==> src/rtl/imem_pkg.sv <==
// Shared types for the instruction-memory port controller.
// FSM encoding, word beat count and round-robin pointer.
package imem_pkg;

  localparam int IMEM_BEATS = 4;

  typedef enum logic [1:0] {
    S_IDLE,
    S_READ,
    S_RESP,
    S_WRITE
  } state_t;

  typedef enum logic {
    RR_LOAD,
    RR_FETCH
  } rr_t;

endpackage

==> src/rtl/imem_port_ctrl_if.sv <==
// Bundle of fetch, loader and memory-side signals.
// slave = controller view, master = environment view.
interface imem_port_ctrl_if;

  logic        fetch_req;
  logic [31:0] fetch_addr;
  logic        fetch_gnt;
  logic        fetch_rsp_valid;
  logic        fetch_rsp_ready;
  logic [31:0] fetch_rsp_data;
  logic        fetch_rsp_err;

  logic        load_req;
  logic [31:0] load_addr;
  logic [7:0]  load_wdata;
  logic        load_ack;

  logic [31:0] mem_addr;
  logic        mem_we;
  logic [7:0]  mem_wdata;
  logic [7:0]  mem_rdata;

  modport slave (
    input  fetch_req,
    input  fetch_addr,
    input  fetch_rsp_ready,
    input  load_req,
    input  load_addr,
    input  load_wdata,
    input  mem_rdata,
    output fetch_gnt,
    output fetch_rsp_valid,
    output fetch_rsp_data,
    output fetch_rsp_err,
    output load_ack,
    output mem_addr,
    output mem_we,
    output mem_wdata
  );

  modport master (
    output fetch_req,
    output fetch_addr,
    output fetch_rsp_ready,
    output load_req,
    output load_addr,
    output load_wdata,
    output mem_rdata,
    input  fetch_gnt,
    input  fetch_rsp_valid,
    input  fetch_rsp_data,
    input  fetch_rsp_err,
    input  load_ack,
    input  mem_addr,
    input  mem_we,
    input  mem_wdata
  );

endinterface

==> src/rtl/imem_addr_check.sv <==
// Combinational alignment / range check for a SPAN-byte access.
// The 33-bit sum keeps addresses near 2^32 from wrapping in range.
module imem_addr_check #(
  parameter int ENTRIES = 128,
  parameter int SPAN    = 4
) (
  input  logic [31:0] addr,
  output logic        err
);

  logic [32:0] last;
  logic [1:0]  mask;
  logic        misal;
  logic        oor;

  assign mask  = 2'(SPAN - 1);
  assign last  = {1'b0, addr} + 33'(SPAN - 1);
  assign misal = |(addr[1:0] & mask);
  assign oor   = last >= 33'(ENTRIES);
  assign err   = misal | oor;

endmodule

==> src/rtl/imem_port_ctrl.sv <==
// Single-port imem arbiter: big-endian word fetch vs loader byte write.
// Fetch grant is a registered pulse; the address is captured on its rising edge.
module imem_port_ctrl
  import imem_pkg::*;
#(
  parameter int ENTRIES = 128,
  parameter int BEATS   = IMEM_BEATS
) (
  input logic              clk,
  input logic              rst_n,
  imem_port_ctrl_if.slave  bus
);

  localparam logic [1:0] LAST = 2'(BEATS - 1);

  state_t      state_q;
  rr_t         rr_q;
  logic [1:0]  beat_q;
  logic [31:0] base_q;
  logic        bad_q;
  logic [31:0] word_q;
  logic        gnt_q;
  logic        valid_q;
  logic        err_q;
  logic        ack_q;
  logic        we_q;
  logic [31:0] maddr_q;
  logic [7:0]  wdata_q;

  logic fetch_bad;
  logic load_bad;
  logic pick_load;
  logic pick_fetch;

  imem_addr_check #(
    .ENTRIES (ENTRIES),
    .SPAN    (BEATS)
  ) u_fchk (
    .addr (bus.fetch_addr),
    .err  (fetch_bad)
  );

  imem_addr_check #(
    .ENTRIES (ENTRIES),
    .SPAN    (1)
  ) u_lchk (
    .addr (bus.load_addr),
    .err  (load_bad)
  );

  assign pick_load  = bus.load_req &
                      (~bus.fetch_req | (rr_q == RR_LOAD));
  assign pick_fetch = bus.fetch_req & ~pick_load;

  always_ff @(posedge clk or negedge rst_n) begin
    if (!rst_n) begin
      state_q <= S_IDLE;
      rr_q    <= RR_LOAD;
      beat_q  <= '0;
      base_q  <= '0;
      bad_q   <= 1'b0;
      word_q  <= '0;
      gnt_q   <= 1'b0;
      valid_q <= 1'b0;
      err_q   <= 1'b0;
      ack_q   <= 1'b0;
      we_q    <= 1'b0;
      maddr_q <= '0;
      wdata_q <= '0;
    end else begin
      gnt_q   <= 1'b0;
      ack_q   <= 1'b0;
      we_q    <= 1'b0;
      wdata_q <= '0;
      unique case (state_q)
        S_IDLE: begin
          if (gnt_q) begin
            beat_q <= '0;
            word_q <= '0;
            if (bad_q) begin
              state_q <= S_RESP;
              valid_q <= 1'b1;
              err_q   <= 1'b1;
            end else begin
              state_q <= S_READ;
              maddr_q <= base_q;
            end
          end else if (pick_load) begin
            state_q <= S_WRITE;
            ack_q   <= 1'b1;
            we_q    <= ~load_bad;
            maddr_q <= bus.load_addr;
            wdata_q <= bus.load_wdata;
            rr_q    <= RR_FETCH;
          end else if (pick_fetch) begin
            gnt_q  <= 1'b1;
            base_q <= bus.fetch_addr;
            bad_q  <= fetch_bad;
            rr_q   <= RR_LOAD;
          end
        end
        S_READ: begin
          word_q <= {word_q[23:0], bus.mem_rdata};
          beat_q <= beat_q + 2'd1;
          if (beat_q == LAST) begin
            state_q <= S_RESP;
            valid_q <= 1'b1;
            maddr_q <= '0;
          end else begin
            maddr_q <= maddr_q + 32'd1;
          end
        end
        S_RESP: begin
          if (bus.fetch_rsp_ready) begin
            state_q <= S_IDLE;
            valid_q <= 1'b0;
            err_q   <= 1'b0;
            word_q  <= '0;
          end
        end
        S_WRITE: begin
          state_q <= S_IDLE;
          maddr_q <= '0;
        end
        default: state_q <= S_IDLE;
      endcase
    end
  end

  assign bus.fetch_gnt       = gnt_q;
  assign bus.fetch_rsp_valid = valid_q;
  assign bus.fetch_rsp_data  = word_q;
  assign bus.fetch_rsp_err   = err_q;
  assign bus.load_ack        = ack_q;
  assign bus.mem_addr        = maddr_q;
  assign bus.mem_we          = we_q;
  assign bus.mem_wdata       = wdata_q;

endmodule
==> src/flat_wrapper.sv <==
// flat-port wrapper written by rule: the top's interface ports become plain ports
module imem_port_ctrl_flat import imem_pkg::*;
#(
  parameter int ENTRIES = 128,
  parameter int BEATS   = IMEM_BEATS
)
  (clk, rst_n, bus_fetch_req, bus_fetch_addr, bus_fetch_rsp_ready, bus_load_req, bus_load_addr, bus_load_wdata, bus_mem_rdata, bus_fetch_gnt, bus_fetch_rsp_valid, bus_fetch_rsp_data, bus_fetch_rsp_err, bus_load_ack, bus_mem_addr, bus_mem_we, bus_mem_wdata);
  imem_port_ctrl_if bus_i ();
  input logic clk;
  input logic rst_n;
  input wire logic [$bits(bus_i.fetch_req)-1:0] bus_fetch_req;
  input wire logic [$bits(bus_i.fetch_addr)-1:0] bus_fetch_addr;
  input wire logic [$bits(bus_i.fetch_rsp_ready)-1:0] bus_fetch_rsp_ready;
  input wire logic [$bits(bus_i.load_req)-1:0] bus_load_req;
  input wire logic [$bits(bus_i.load_addr)-1:0] bus_load_addr;
  input wire logic [$bits(bus_i.load_wdata)-1:0] bus_load_wdata;
  input wire logic [$bits(bus_i.mem_rdata)-1:0] bus_mem_rdata;
  output wire logic [$bits(bus_i.fetch_gnt)-1:0] bus_fetch_gnt;
  output wire logic [$bits(bus_i.fetch_rsp_valid)-1:0] bus_fetch_rsp_valid;
  output wire logic [$bits(bus_i.fetch_rsp_data)-1:0] bus_fetch_rsp_data;
  output wire logic [$bits(bus_i.fetch_rsp_err)-1:0] bus_fetch_rsp_err;
  output wire logic [$bits(bus_i.load_ack)-1:0] bus_load_ack;
  output wire logic [$bits(bus_i.mem_addr)-1:0] bus_mem_addr;
  output wire logic [$bits(bus_i.mem_we)-1:0] bus_mem_we;
  output wire logic [$bits(bus_i.mem_wdata)-1:0] bus_mem_wdata;
  assign bus_i.fetch_req = bus_fetch_req;
  assign bus_i.fetch_addr = bus_fetch_addr;
  assign bus_i.fetch_rsp_ready = bus_fetch_rsp_ready;
  assign bus_i.load_req = bus_load_req;
  assign bus_i.load_addr = bus_load_addr;
  assign bus_i.load_wdata = bus_load_wdata;
  assign bus_i.mem_rdata = bus_mem_rdata;
  assign bus_fetch_gnt = bus_i.fetch_gnt;
  assign bus_fetch_rsp_valid = bus_i.fetch_rsp_valid;
  assign bus_fetch_rsp_data = bus_i.fetch_rsp_data;
  assign bus_fetch_rsp_err = bus_i.fetch_rsp_err;
  assign bus_load_ack = bus_i.load_ack;
  assign bus_mem_addr = bus_i.mem_addr;
  assign bus_mem_we = bus_i.mem_we;
  assign bus_mem_wdata = bus_i.mem_wdata;
  imem_port_ctrl #(.ENTRIES(ENTRIES), .BEATS(BEATS)) u_core (.clk(clk), .rst_n(rst_n), .bus(bus_i));
endmodule
==> config.mk <==
export PLATFORM = sky130hd
export DESIGN_NAME = imem_port_ctrl_flat
export DESIGN_NICKNAME = d
export VERILOG_FILES = /design/src/rtl/imem_pkg.sv /design/src/rtl/imem_port_ctrl_if.sv /design/src/rtl/imem_addr_check.sv /design/src/rtl/imem_port_ctrl.sv /design/src/flat_wrapper.sv
export SDC_FILE = /design/constraint.sdc
export NUM_CORES = 1
export LEC_CHECK = 0
export ABC_AREA = 1
export BUFFER_PORTS_ARGS = -buffer_cell sky130_fd_sc_hd__buf_4
export CORE_UTILIZATION = 59
export CTS_BUF_LIST = sky130_fd_sc_hd__clkbuf_16
export DETAILED_ROUTE_END_ITERATION = 10
export PLACE_DENSITY = 0.87
export SLEW_MARGIN = 10
export SYNTH_ARGS = -nofsm -noshare
export SYNTH_HDL_FRONTEND = slang
export SYNTH_SLANG_ARGS = --single-unit
==> constraint.sdc <==
create_clock -name clk -period 4.5 [get_ports clk]
set_input_delay 0.45 -clock clk [delete_from_list [all_inputs] [get_ports clk]]
set_output_delay 0.45 -clock clk [all_outputs]
set_load 0.01 [all_outputs]
-- Yosys cells after proc, flatten, opt, wreduce, memory -nomap -nowiden
Cells that the tools add are included.
- logic and storage cells: 89
- register bits after elaboration: 115
- input bits: 85
- output and inout port bits: 77
- bitwise operators: 9
- reduce and logical (&&, ||, !) cells: 15
- muxes and demuxes: 37
- $add $sub $neg: 3
- eq/ne operators: 10
- magnitude comparators: 2
- operators with widths (kind ; count):
    two-way mux 32 bit ; 6
    case mux 32 bit (3 select lines) ; 2
    adder 32 x 2 -> 33 bit (second input constant) ; 1
    greater-or-equal comparator 33 x 8 -> 1 bit (second input constant) ; 1
    adder 32 x 1 -> 32 bit (second input constant) ; 1
    greater-or-equal comparator 32 x 8 -> 1 bit (second input constant) ; 1
    two-way mux 8 bit ; 3
    two-way mux 1 bit ; 16
    two-way mux 2 bit ; 6
    AND reduction 3 bit ; 4
    case mux 2 bit (4 select lines) ; 1
    AND reduction 4 bit ; 2
    equality test 2 bit (second input constant) ; 3
    inequality test 2 x 1 -> 1 bit (second input constant) ; 3
    nonzero test 2 bit ; 3
    nonzero test 3 bit ; 2
    NOT 1 bit ; 5
    AND reduction 5 bit ; 1
    case mux 2 bit (2 select lines) ; 1
    inequality test 3 x 1 -> 1 bit (second input constant) ; 1
    inequality test 3 bit (second input constant) ; 1
    case mux 1 bit (3 select lines) ; 1
    adder 2 x 1 -> 2 bit (second input constant) ; 1
    AND 1 bit ; 2
    other kinds (7) ; 8

-- Logic depth before layout (Yosys ltp)
Gate-level depths: netlist of the first run.
- depth after elaboration: 9
- mapped depth: 13
- mapped depth without buffers: 13

-- Cells and area by module
A second synthesis of the first run with hierarchy kept.
- cell total of the unflattened synthesis: 1087
- area, all modules: 7183.1 um^2
- modules (own cells, without submodules) (module ; area each (um^2) ; cells each ; times used ; seq. area each (um^2)):
    imem_port_ctrl ; 6074.6 ; 831 ; 1 ; 2877.8
    imem_addr_check at u_core.u_fchk ; 1019.7 ; 233 ; 1 ; 0.0
    imem_addr_check at u_core.u_lchk ; 88.8 ; 23 ; 1 ; 0.0

-- Least setup slack after synthesis of the first run
Ideal clock, no wire load.
- path kind: reg-to-reg
- start: reg u_core.maddr_q[0], in the netlist u_core.bus.mem_addr[0]
- end: reg u_core.maddr_q[28], in the netlist u_core.bus.mem_addr[28]
- data required time: 4.379 ns
- path buffers: 0
- clock period less this slack: 1.827 ns
- path slack: 2.673 ns
- data arrival time: 1.706 ns
- stages on the path, launching flop included: 13
- cell sequence: dfrtp_1 > ha_1 > nand2_1 > nor2_2 > nand3_1 > nor2_2 > nand2_1 > nor2_1 > nand3_1 > nor2_1 > nand2_1 > nand3_1 > a21oi_1
- cells in the longest elaborated chain, start to end: 3
- ends and longest elaborated chain (item ; line ; RTL):
    start, declared ; imem_port_ctrl.sv:27 ; logic [31:0] maddr_q;
    start signal, assigned ; imem_port_ctrl.sv:86 ; maddr_q <= base_q;
    start signal, assigned ; imem_port_ctrl.sv:92 ; maddr_q <= bus.load_addr;
    start signal, assigned ; imem_port_ctrl.sv:110 ; maddr_q <= maddr_q + 32'd1;
    adder 32 x 1 -> 32 bit ; imem_port_ctrl.sv:110 ;
    two-way mux 32 bit ; imem_port_ctrl.sv:105 ; if (beat_q == LAST) begin
    case mux 32 bit (3 select lines) ; imem_port_ctrl.sv:75 ; unique case (state_q)
No other way between the ends.
A chain may end at the register's enable or synchronous reset.

-- Final worst setup path of the first run
- start: reg u_core.gnt_q, in the netlist u_core.bus.fetch_gnt
- end: reg u_core.base_q[20]
- cells in the longest elaborated chain, start to end: 2
- ends and longest elaborated chain (item ; line ; RTL):
    start, declared ; imem_port_ctrl.sv:22 ; logic gnt_q;
    start signal, assigned ; imem_port_ctrl.sv:63 ; gnt_q <= 1'b0;
    start signal, assigned ; imem_port_ctrl.sv:71 ; gnt_q <= 1'b0;
    start signal, assigned ; imem_port_ctrl.sv:96 ; gnt_q <= 1'b1;
    NOT 1 bit (no source line) ; -- ;
    AND reduction 4 bit (no source line) ; -- ;
    end signal, assigned ; imem_port_ctrl.sv:97 ; base_q <= bus.fetch_addr;
    end, declared ; imem_port_ctrl.sv:19 ; logic [31:0] base_q;
No other way between the ends.

==> results of run 1 <==
-- placed cells by master, fill, tap and decap left out, types with 4 or more instances in the layout --
cell and instances:
xor2_1 4, inv_1 113, nor3_1 11, o22ai_1 22, o21ai_0 93, a21oi_1 26
clkbuf_16 17, dfrtp_1 115, nand2_1 233, o21bai_1 4, a31oi_1 15, inv_2 6
nand4_1 12, nor2_2 4, nor2_4 6, nor2_1 180, inv_6 7, nand3_1 49
nor4_1 6, buf_4 164
-- path summary, 6_finish.rpt --
path                                                start                                         to  slack (ns)  depth (start not counted)
min                                      bus_mem_rdata[0]   u_core.bus.fetch_rsp_data[0]$_DFFE_PN0P_        0.24                          3
max in group asynchronous                           rst_n              u_core.base_q[31]$_DFFE_PN0P_        3.09                          3
max                        u_core.bus.fetch_gnt$_DFF_PN0_              u_core.base_q[20]$_DFFE_PN0P_        0.77                          7
min in group asynchronous                           rst_n  u_core.bus.fetch_rsp_data[29]$_DFFE_PN0P_        0.43                          2
max reg2reg                u_core.bus.fetch_gnt$_DFF_PN0_              u_core.base_q[20]$_DFFE_PN0P_        0.77                          7
min reg2reg                 u_core.base_q[14]$_DFFE_PN0P_              u_core.base_q[14]$_DFFE_PN0P_        0.49                          2
-- worst max-delay path, cell delays in order, from the launching register on --
cell	delay [ns]
dfrtp_1	0.71
inv_2	0.56
nand2_2	0.19
nor2_4	0.21
inv_1	0.09
nor2_4	0.31
clkinv_1	0.96
o21ai_0	0.55
-- per-stage QoR --
stage	power, mW	hold WS, ns	util, %	cell area [um2]	std cells
detailed placement	4.138	0.3275	72.52	7965	1239
finish	5.566	0.2393	77.93	8559	1272
global route	5.949	0.2294	77.93	8559	1272
floorplan	3.286	0.1544	-	6710	964
CTS	5.519	0.2316	77.93	8559	1272
global placement	4.061	0.3248	72.52	7965	1239
-- final cells by class --
| cell class | count | area, um2 | area share (%) |
|---|---|---|---|
| well taps | 140 | 175.2 | 2.046 |
| flip-flops and latches | 115 | 2878 | 33.62 |
| clock buffers | 17 | 425.4 | 4.970 |
| repair buffers | 165 | 1241 | 14.50 |
| multi-input cells | 699 | 3227 | 37.70 |
| clock inverters | 15 | 158.9 | 1.856 |
| inverters | 121 | 454.2 | 5.306 |
-- power groups by stage --
| stage | registers [mW] | clock network [mW] | logic [mW] |
|---|---|---|---|
| after floorplan | 1.88 | 0 | 1.40 |
| after global placement | 1.87 | 0 | 2.19 |
| after detailed placement | 1.89 | 0 | 2.25 |
| after CTS | 1.88 | 1.34 | 2.29 |
| after global routing | 1.96 | 1.40 | 2.59 |
| final | 1.91 | 1.34 | 2.32 |
-- sequential cells by signal, summed over array words and instances (netlist names), 2 cells and up --
| name | flops |
|---|---|
| u_core.bus.fetch_rsp_data | 32 |
| u_core.state_q | 2 |
| u_core.bus.mem_addr | 32 |
| u_core.beat_q | 2 |
| u_core.base_q | 32 |
| u_core.bus.mem_wdata | 8 |
-- layer usage --
metal  routed length, um  vias up
met2                9391      406
li1                    -     3430
met1                8110     3323
met3                1887       53
met4                 546        0
met5                   0        -
-- cells by family after synthesis --
kind of cell / synth area share, %
DFF: 42.89
and+or+nand+nor: 32.54
xor gates and xnor gates: 0.7831
AOI/OAI and AO/OA: 14.23
muxes: 0.1678
buffers and inverters: 9.025
adders and majority gates: 0.3729
==> impl_metrics.env, run 1 <==
export IMPL_rsz0062_at_grt="no"
export IMPL_antenna_found_initial=0
export IMPL_gr_total_overflow=0
export IMPL_ios=162
export IMPL_synth_edf_count=0
export IMPL_wl_per_cell_um=15.67
export IMPL_cts_tree="yes"
export IMPL_nNetsFinal=1206
export IMPL_pre_cts_slack_ns=1.366
export IMPL_power_density_mw_per_mm2=650.3
export IMPL_fill_cells=832
export IMPL_switching_power_mw=2.411
export IMPL_critical_path_class="reg2reg"
export IMPL_numCtsBuffers=17
export IMPL_skew_ns=0.008843
export IMPL_relSlewSlack_pct=26.49
export IMPL_cts_max_path_buffers=2
export IMPL_rows=38
export IMPL_busiest_layer="met2"
export IMPL_async_flop_share_pct=100.0
export IMPL_maxCapViolCount=0
export IMPL_grt_start_max_net_pins=58
export IMPL_synth_most_common_cell="nand2_1"
export IMPL_area_growth_pct=27.56
export IMPL_htree_levels=4
export IMPL_use_met3_pct=7.890
export IMPL_via_count=7212
export IMPL_ys_ff_latch=115
export IMPL_yosysTopAreaCellShare_pct=42.89
export IMPL_core_area_mm2=0.01098
export IMPL_gp_congestion=0.9715
export IMPL_cts_hold_buf=1
export IMPL_p_clk_share_pct=24.1
export IMPL_setup_tns_ns=0
export IMPL_use_met2_pct=55.92
export IMPL_clock_latency_ns=0.42
export IMPL_via_per_inst=5.670
export IMPL_crit_arrival_ns=4.02
export IMPL_combPwrFrac_pct=41.7
export IMPL_start_util_pct=61.10
export IMPL_ir_drop_v=0.0003993
export IMPL_grt_pass1_wl_mm=31.95
export IMPL_p_leak_nw=4.258
export IMPL_hp_class="in2reg"
export IMPL_antenna_cells=0
export IMPL_hold_viol=0
export IMPL_cp_required_ns=4.79
export IMPL_synthTopCellsByArea="dfrtp_1 43%, nand2_1 13%, nor2_1 10%"
export IMPL_drtPass1Iterations=7
export IMPL_drtAntennaViolNets=0
export IMPL_die_area_mm2=0.01180
export IMPL_synth_commonest_cells="233 x nand2_1, 180 x nor2_1, 115 x dfrtp_1, 114 x inv_1, 93 x o21ai_0"
export IMPL_die_y_um=108.6
export IMPL_fp_dieW_um=108.6
export IMPL_cp_end_kind="register"
export IMPL_avgSynthCellArea_um2=6.961
export IMPL_worst_pin_slew_ns=1.096
export IMPL_fin_crit_sh_pct=82.91
export IMPL_internal_power_mw=3.155
export IMPL_clkTransAtPathRegs_ns=0.06
export IMPL_status="completed"
export IMPL_ys_warn_count=0
export IMPL_switching_share_pct=43.31
export IMPL_clock_root_buffer="clkbuf_16"
export IMPL_drive_gt1_share_pct=19.61
export IMPL_drt_iter0_drc=719
export IMPL_yosys_area_top_type="dfrtp_1"
export IMPL_synth_cell_type_count=44
export IMPL_grt_pass1_vias=6499
export IMPL_synth_nets=1051
export IMPL_start_kind="register"
export IMPL_grt_use_total_pct=35.59
export IMPL_synthFlopType="dfrtp_1"
export IMPL_clock_sinks=115
export IMPL_seq_area_frac_synth_pct=42.89
export IMPL_portBuffers=161
export IMPL_met1_usage_pct=48.02
export IMPL_cp_max_fo=48
export IMPL_cts_repair_resized=0
export IMPL_drv_slew=0
export IMPL_period_needed_ns=3.731
export IMPL_seq_power_share_pct=34.2
export IMPL_wirelength_mm=19.94
export IMPL_setup_violations=0
export IMPL_setup_ws_ns=0.7691
export IMPL_clock_fmax_mhz=268.0
export IMPL_synth_cells=964
export IMPL_synth_area_mm2=0.006710
export IMPL_dpl_hpwl_mm=14.34
export IMPL_post_cts_buffers=0
export IMPL_route_detailed_drc=0
(Power assumes the default switching activity.)
==> inputs of run 2 (changes only) <==
Settings changed: CORE_UTILIZATION 59 to 49, PLACE_DENSITY 0.87 to 0.77.
Clock period 4.5 ns to 3.1 ns, I/O delays scaled along.
==> impl_metrics.env, run 2 (synthesis results as in run 1) <==
export IMPL_status="completed"
export IMPL_wirelength_mm=19.73
export IMPL_cp_top_family="buffers and inverters"
export IMPL_cp_max_fo=26
export IMPL_dpl_hpwl_mm=14.63
export IMPL_area_growth_pct=28.64
export IMPL_drive_gt1_share_pct=19.40
export IMPL_holdWs_ns=0.09863
export IMPL_cp_required_ns=3.44
export IMPL_ios=162
export IMPL_final_area_mm2=0.008632
export IMPL_clock_latency_ns=0.42
export IMPL_worst_pin_slew_ns=1.176
export IMPL_maxCapViolCount=0
export IMPL_portBuffers=161
export IMPL_route_detailed_drc=0
export IMPL_via_count=6966
export IMPL_clock_root_buffer="clkbuf_16"
export IMPL_fin_crit_sh_pct=75.57
export IMPL_setup_tns_ns=0
export IMPL_crit_arrival_ns=2.68
export IMPL_rsz0062_at_grt="no"
export IMPL_power_density_mw_per_mm2=929.6
export IMPL_fill_cells=1200
export IMPL_worst_path_max_delay_cell="dfrtp_1"
export IMPL_die_y_um=119.0
export IMPL_clock_fmax_mhz=426.9
export IMPL_critical_path_class="reg2reg"
export IMPL_drtPass1Iterations=6
export IMPL_p_leak_nw=4.272
export IMPL_core_area_mm2=0.01330
export IMPL_hold_viol=0
export IMPL_cts_hold_buf=1
export IMPL_hp_class="in2reg"
export IMPL_wl_per_cell_um=15.06
export IMPL_gr_total_overflow=0
export IMPL_skew_ns=0.007454
export IMPL_via_per_inst=5.318
export IMPL_cts_repair_resized=0
export IMPL_grt_use_total_pct=29.03
export IMPL_fp_dieW_um=119.0
export IMPL_cts_tree="yes"
export IMPL_relSlewSlack_pct=21.49
export IMPL_setup_ws_ns=0.7575
export IMPL_cts_max_path_buffers=2
export IMPL_drt_iter0_drc=651
export IMPL_numCtsBuffers=17
export IMPL_final_common_cell="nand2_1"
export IMPL_reg2reg_depth=9
export IMPL_cp_end_kind="register"
export IMPL_grt_start_max_net_pins=59
export IMPL_grt_pass1_vias=6459
export IMPL_path_depth=9
export IMPL_post_cts_buffers=0
export IMPL_drv_slew=0
export IMPL_start_util_pct=50.47
export IMPL_rows=42
export IMPL_final_cell_mix="233 x nand2_1, 180 x nor2_1, 167 x buf_4"
export IMPL_clock_sinks=115
export IMPL_path_cells="inv_2 -> nor2_4 -> inv_2 -> nor2_4 -> buf_4 -> o21ai_0 -> nand3_1 -> o21ai_0 -> a21oi_1"
export IMPL_start_kind="register"
export IMPL_antenna_found_initial=0
export IMPL_grt_pass1_wl_mm=32.09
export IMPL_pre_cts_slack_ns=0.8242
export IMPL_clkTransAtPathRegs_ns=0.05
export IMPL_path_buf_inv=3
export IMPL_gp_congestion=0.9466
export IMPL_post_dp_cell_area_mm2=0.008053
export IMPL_ir_drop_v=0.0004697
export IMPL_regArea_mm2=0.002878
export IMPL_drtAntennaViolNets=0
export IMPL_max_stage_delay_ns=0.50
export IMPL_whs_path_depth=3
export IMPL_nNetsFinal=1210
export IMPL_htree_levels=4
export IMPL_period_needed_ns=2.343
export IMPL_setup_violations=0
export IMPL_die_area_mm2=0.01417
export IMPL_antenna_cells=0
export IMPL_multiInputGateArea_mm2=0.003227
## run 2: layout make-up
type,count,area share [%]
flip-flops and latches,115,33.34
multi-input cells,699,37.38
clock buffers,17,4.928
inverters,121,5.262
clock inverters,13,1.667
well taps,176,2.551
repair buffers,169,14.87
## run 2: power by group
| group | internal [mW] | total (mW) | switching [mW] |
|---|---|---|---|
| Sequential | 2.13 | 2.72 | 0.584 |
| Clock | 1.23 | 1.90 | 0.670 |
| Combinational | 1.33 | 3.40 | 2.07 |
| Total | 4.70 | 8.02 | 3.32 |
## run 2: metal layers
layer / wire [um] / track usage, % / share of wire [%]
met3: 1496 / 5.987 / 7.6
met1: 8762 / 39.86 / 44
met4: 368 / 9.889 / 1.9
met5: 0 / 0 / 0
met2: 9101 / 45.60 / 46
## run 2: stage by stage
| step | util [%] | total power [mW] | std cells |
|---|---|---|---|
| 6_report | 64.93 | 8.024 | 1310 |
| 5_1_grt | 64.93 | 8.589 | 1310 |
| 4_1_cts | 64.93 | 8.008 | 1310 |
| 3_5_place_dp | 60.57 | 6.052 | 1279 |
| 3_3_place_gp | 60.57 | 5.978 | 1279 |
| 2_1_floorplan | - | 4.769 | 964 |
## run 2: worst paths after layout
check | from | endpoint | slack, ns
min reg2reg | u_core.bus.fetch_rsp_data[24]$_DFFE_PN0P_ | u_core.bus.fetch_rsp_data[24]$_DFFE_PN0P_ | 0.49
min | bus_mem_rdata[4] | u_core.bus.fetch_rsp_data[4]$_DFFE_PN0P_ | 0.1
max | u_core.state_q[0]$_DFFE_PN0P_ | u_core.bus.mem_addr[20]$_DFFE_PN0P_ | 0.76
max in group asynchronous | rst_n | u_core.base_q[21]$_DFFE_PN0P_ | 1.84
max reg2reg | u_core.state_q[0]$_DFFE_PN0P_ | u_core.bus.mem_addr[20]$_DFFE_PN0P_ | 0.76
min in group asynchronous | rst_n | u_core.bus.mem_addr[6]$_DFFE_PN0P_ | 0.51
## run 2: worst register-to-register path, cell delays in order (launching register included)
cell and delay, ns:
dfrtp_1 0.50, inv_2 0.21, nor2_4 0.29, inv_2 0.25, nor2_4 0.16, buf_4 0.29, o21ai_0 0.19, nand3_1 0.11
o21ai_0 0.12, a21oi_1 0.15
==> inputs of run 3 (changes only) <==
Settings changed: CORE_UTILIZATION 49 to 54, PLACE_DENSITY 0.77 to 0.8.
Clock period 3.1 ns to 2.45 ns, I/O delays scaled along.
==> impl_metrics.env, run 3 (synthesis results as in run 1) <==
export IMPL_cp_end_kind="register"
export IMPL_dp_cells=1277
export IMPL_gr_total_overflow=0
export IMPL_rows=40
export IMPL_drtAntennaViolNets=0
export IMPL_cts_tree="yes"
export IMPL_nNetsFinal=1216
export IMPL_relSlewSlack_pct=59.35
export IMPL_holdWs_ns=0.02575
export IMPL_p_clk_share_pct=23.0
export IMPL_grt_start_max_net_pins=115
export IMPL_regArea_mm2=0.002878
export IMPL_p_total_mw=10.25
export IMPL_setup_violations=0
export IMPL_antenna_found_initial=0
export IMPL_clock_fmax_mhz=453.7
export IMPL_final_common_cell="nand2_1"
export IMPL_critical_path_class="reg2reg"
export IMPL_power_density_mw_per_mm2=1183
export IMPL_wl_per_cell_um=15.06
export IMPL_gp_congestion=0.9546
export IMPL_area_growth_pct=29.18
export IMPL_switching_power_mw=4.310
export IMPL_crit_arrival_ns=2.50
export IMPL_setup_tns_ns=0
export IMPL_cts_max_path_buffers=2
export IMPL_htree_levels=4
export IMPL_fp_dieW_um=113.5
export IMPL_clock_sinks=115
export IMPL_maxCapViolCount=0
export IMPL_internal_power_mw=5.942
export IMPL_status="completed"
export IMPL_die_y_um=113.5
export IMPL_clock_latency_ns=0.42
export IMPL_die_area_mm2=0.01288
export IMPL_cts_hold_buf=1
export IMPL_numCtsBuffers=17
export IMPL_cp_required_ns=2.74
export IMPL_dpl_hpwl_mm=14.66
export IMPL_final_cell_mix="233 x nand2_1, 180 x nor2_1, 173 x buf_4"
export IMPL_via_per_inst=5.392
export IMPL_antenna_cells=0
export IMPL_via_count=7064
export IMPL_seq_power_share_pct=33.4
export IMPL_drtPass1Iterations=5
export IMPL_hp_class="in2reg"
export IMPL_skew_ns=0.007947
export IMPL_start_kind="register"
export IMPL_worst_pin_slew_ns=0.6098
export IMPL_post_cts_buffers=0
export IMPL_ios=162
export IMPL_fin_crit_sh_pct=89.97
export IMPL_cts_repair_resized=0
export IMPL_clock_root_buffer="clkbuf_16"
export IMPL_period_needed_ns=2.204
export IMPL_fin_cells=1310
export IMPL_route_detailed_drc=0
export IMPL_grt_pass1_vias=6485
export IMPL_switching_share_pct=42.04
export IMPL_drive_gt1_share_pct=19.96
export IMPL_rsz0062_at_grt="no"
export IMPL_cp_max_fo=16
export IMPL_fill_cells=993
export IMPL_wirelength_mm=19.73
export IMPL_hold_viol=0
export IMPL_drv_slew=0
export IMPL_combPwrFrac_pct=43.6
export IMPL_start_util_pct=55.63
export IMPL_clkTransAtPathRegs_ns=0.06
export IMPL_portBuffers=161
export IMPL_core_area_mm2=0.01206
export IMPL_p_leak_nw=4.299
export IMPL_grt_use_total_pct=31.89
export IMPL_grt_pass1_wl_mm=31.86
export IMPL_ir_drop_v=0.0005422
export IMPL_multiInputGateArea_mm2=0.003227
export IMPL_drt_iter0_drc=777
run 3: changes by cell type in the layout (fill, tap and decap cells not counted):
cell | previous run | this run
buf_4 | 167 | 173
bufinv_16 | 3 | 2
clkinv_1 | 5 | 3
clkinv_2 | 3 | 1
clkinv_4 | 1 | 4
clkinvlp_4 | 2 | 4
inv_1 | 114 | 116
run 3: layout make-up:
cell class                 count  area share [%]
inverter                     121           5.240
timing repair buffer         175           15.33
clock inverter                15           1.674
multi-input combinational    699           37.23
sequential                   115           33.20
clock buffer                  17           4.908
tap                          168           2.425
run 3: worst max-delay path: stages (launching register included):
cell     delay (ns)
dfrtp_1        0.50
nor2_2         0.25
inv_1          0.12
nor2_2         0.16
nor3b_2        0.09
nor3_4         0.38
inv_2          0.26
o22ai_1        0.22
a21oi_1        0.10
run 3: metal layers:
layer	routed length [um]	global-route usage [%]	vias to the layer above
met2	9066	48.94	316
met5	0	0	-
met3	1431	6.057	57
met4	615	13.77	0
li1	-	-	3459
met1	8618	44.22	3232
run 3: per-stage QoR:
stage          cell area, um2  util (%)  worst slack (ns)
4_1_cts                  8668     71.87            0.2644
3_5_place_dp             8088     67.05            0.3319
2_1_floorplan            6710         -            0.6233
3_3_place_gp             8088     67.05            0.4234
5_1_grt                  8668     71.87           0.02601
6_report                 8668     71.87            0.2457
run 3: path summary, 6_finish.rpt:
kind                                          startpoint                                        end  slack, ns  depth (start not counted)
max                        u_core.state_q[0]$_DFFE_PN0P_        u_core.bus.mem_addr[15]$_DFFE_PN0P_       0.25                          8
min                                     bus_mem_rdata[3]   u_core.bus.fetch_rsp_data[3]$_DFFE_PN0P_       0.03                          3
max reg2reg                u_core.state_q[0]$_DFFE_PN0P_        u_core.bus.mem_addr[15]$_DFFE_PN0P_       0.25                          8
min reg2reg                u_core.base_q[12]$_DFFE_PN0P_              u_core.base_q[12]$_DFFE_PN0P_       0.47                          2
max in group asynchronous                          rst_n              u_core.base_q[17]$_DFFE_PN0P_       1.52                          3
min in group asynchronous                          rst_n  u_core.bus.fetch_rsp_data[30]$_DFFE_PN0P_       0.15                          2
run 3: power by group through the flow:
stage / logic (mW) / registers [mW] / clock network, mW
5_1_grt: 4.96 / 3.52 / 2.45
3_5_place_dp: 4.38 / 3.41 / 0
3_3_place_gp: 4.27 / 3.39 / 0
6_report: 4.47 / 3.43 / 2.36
4_1_cts: 4.44 / 3.40 / 2.37
2_1_floorplan: 2.57 / 3.46 / 0
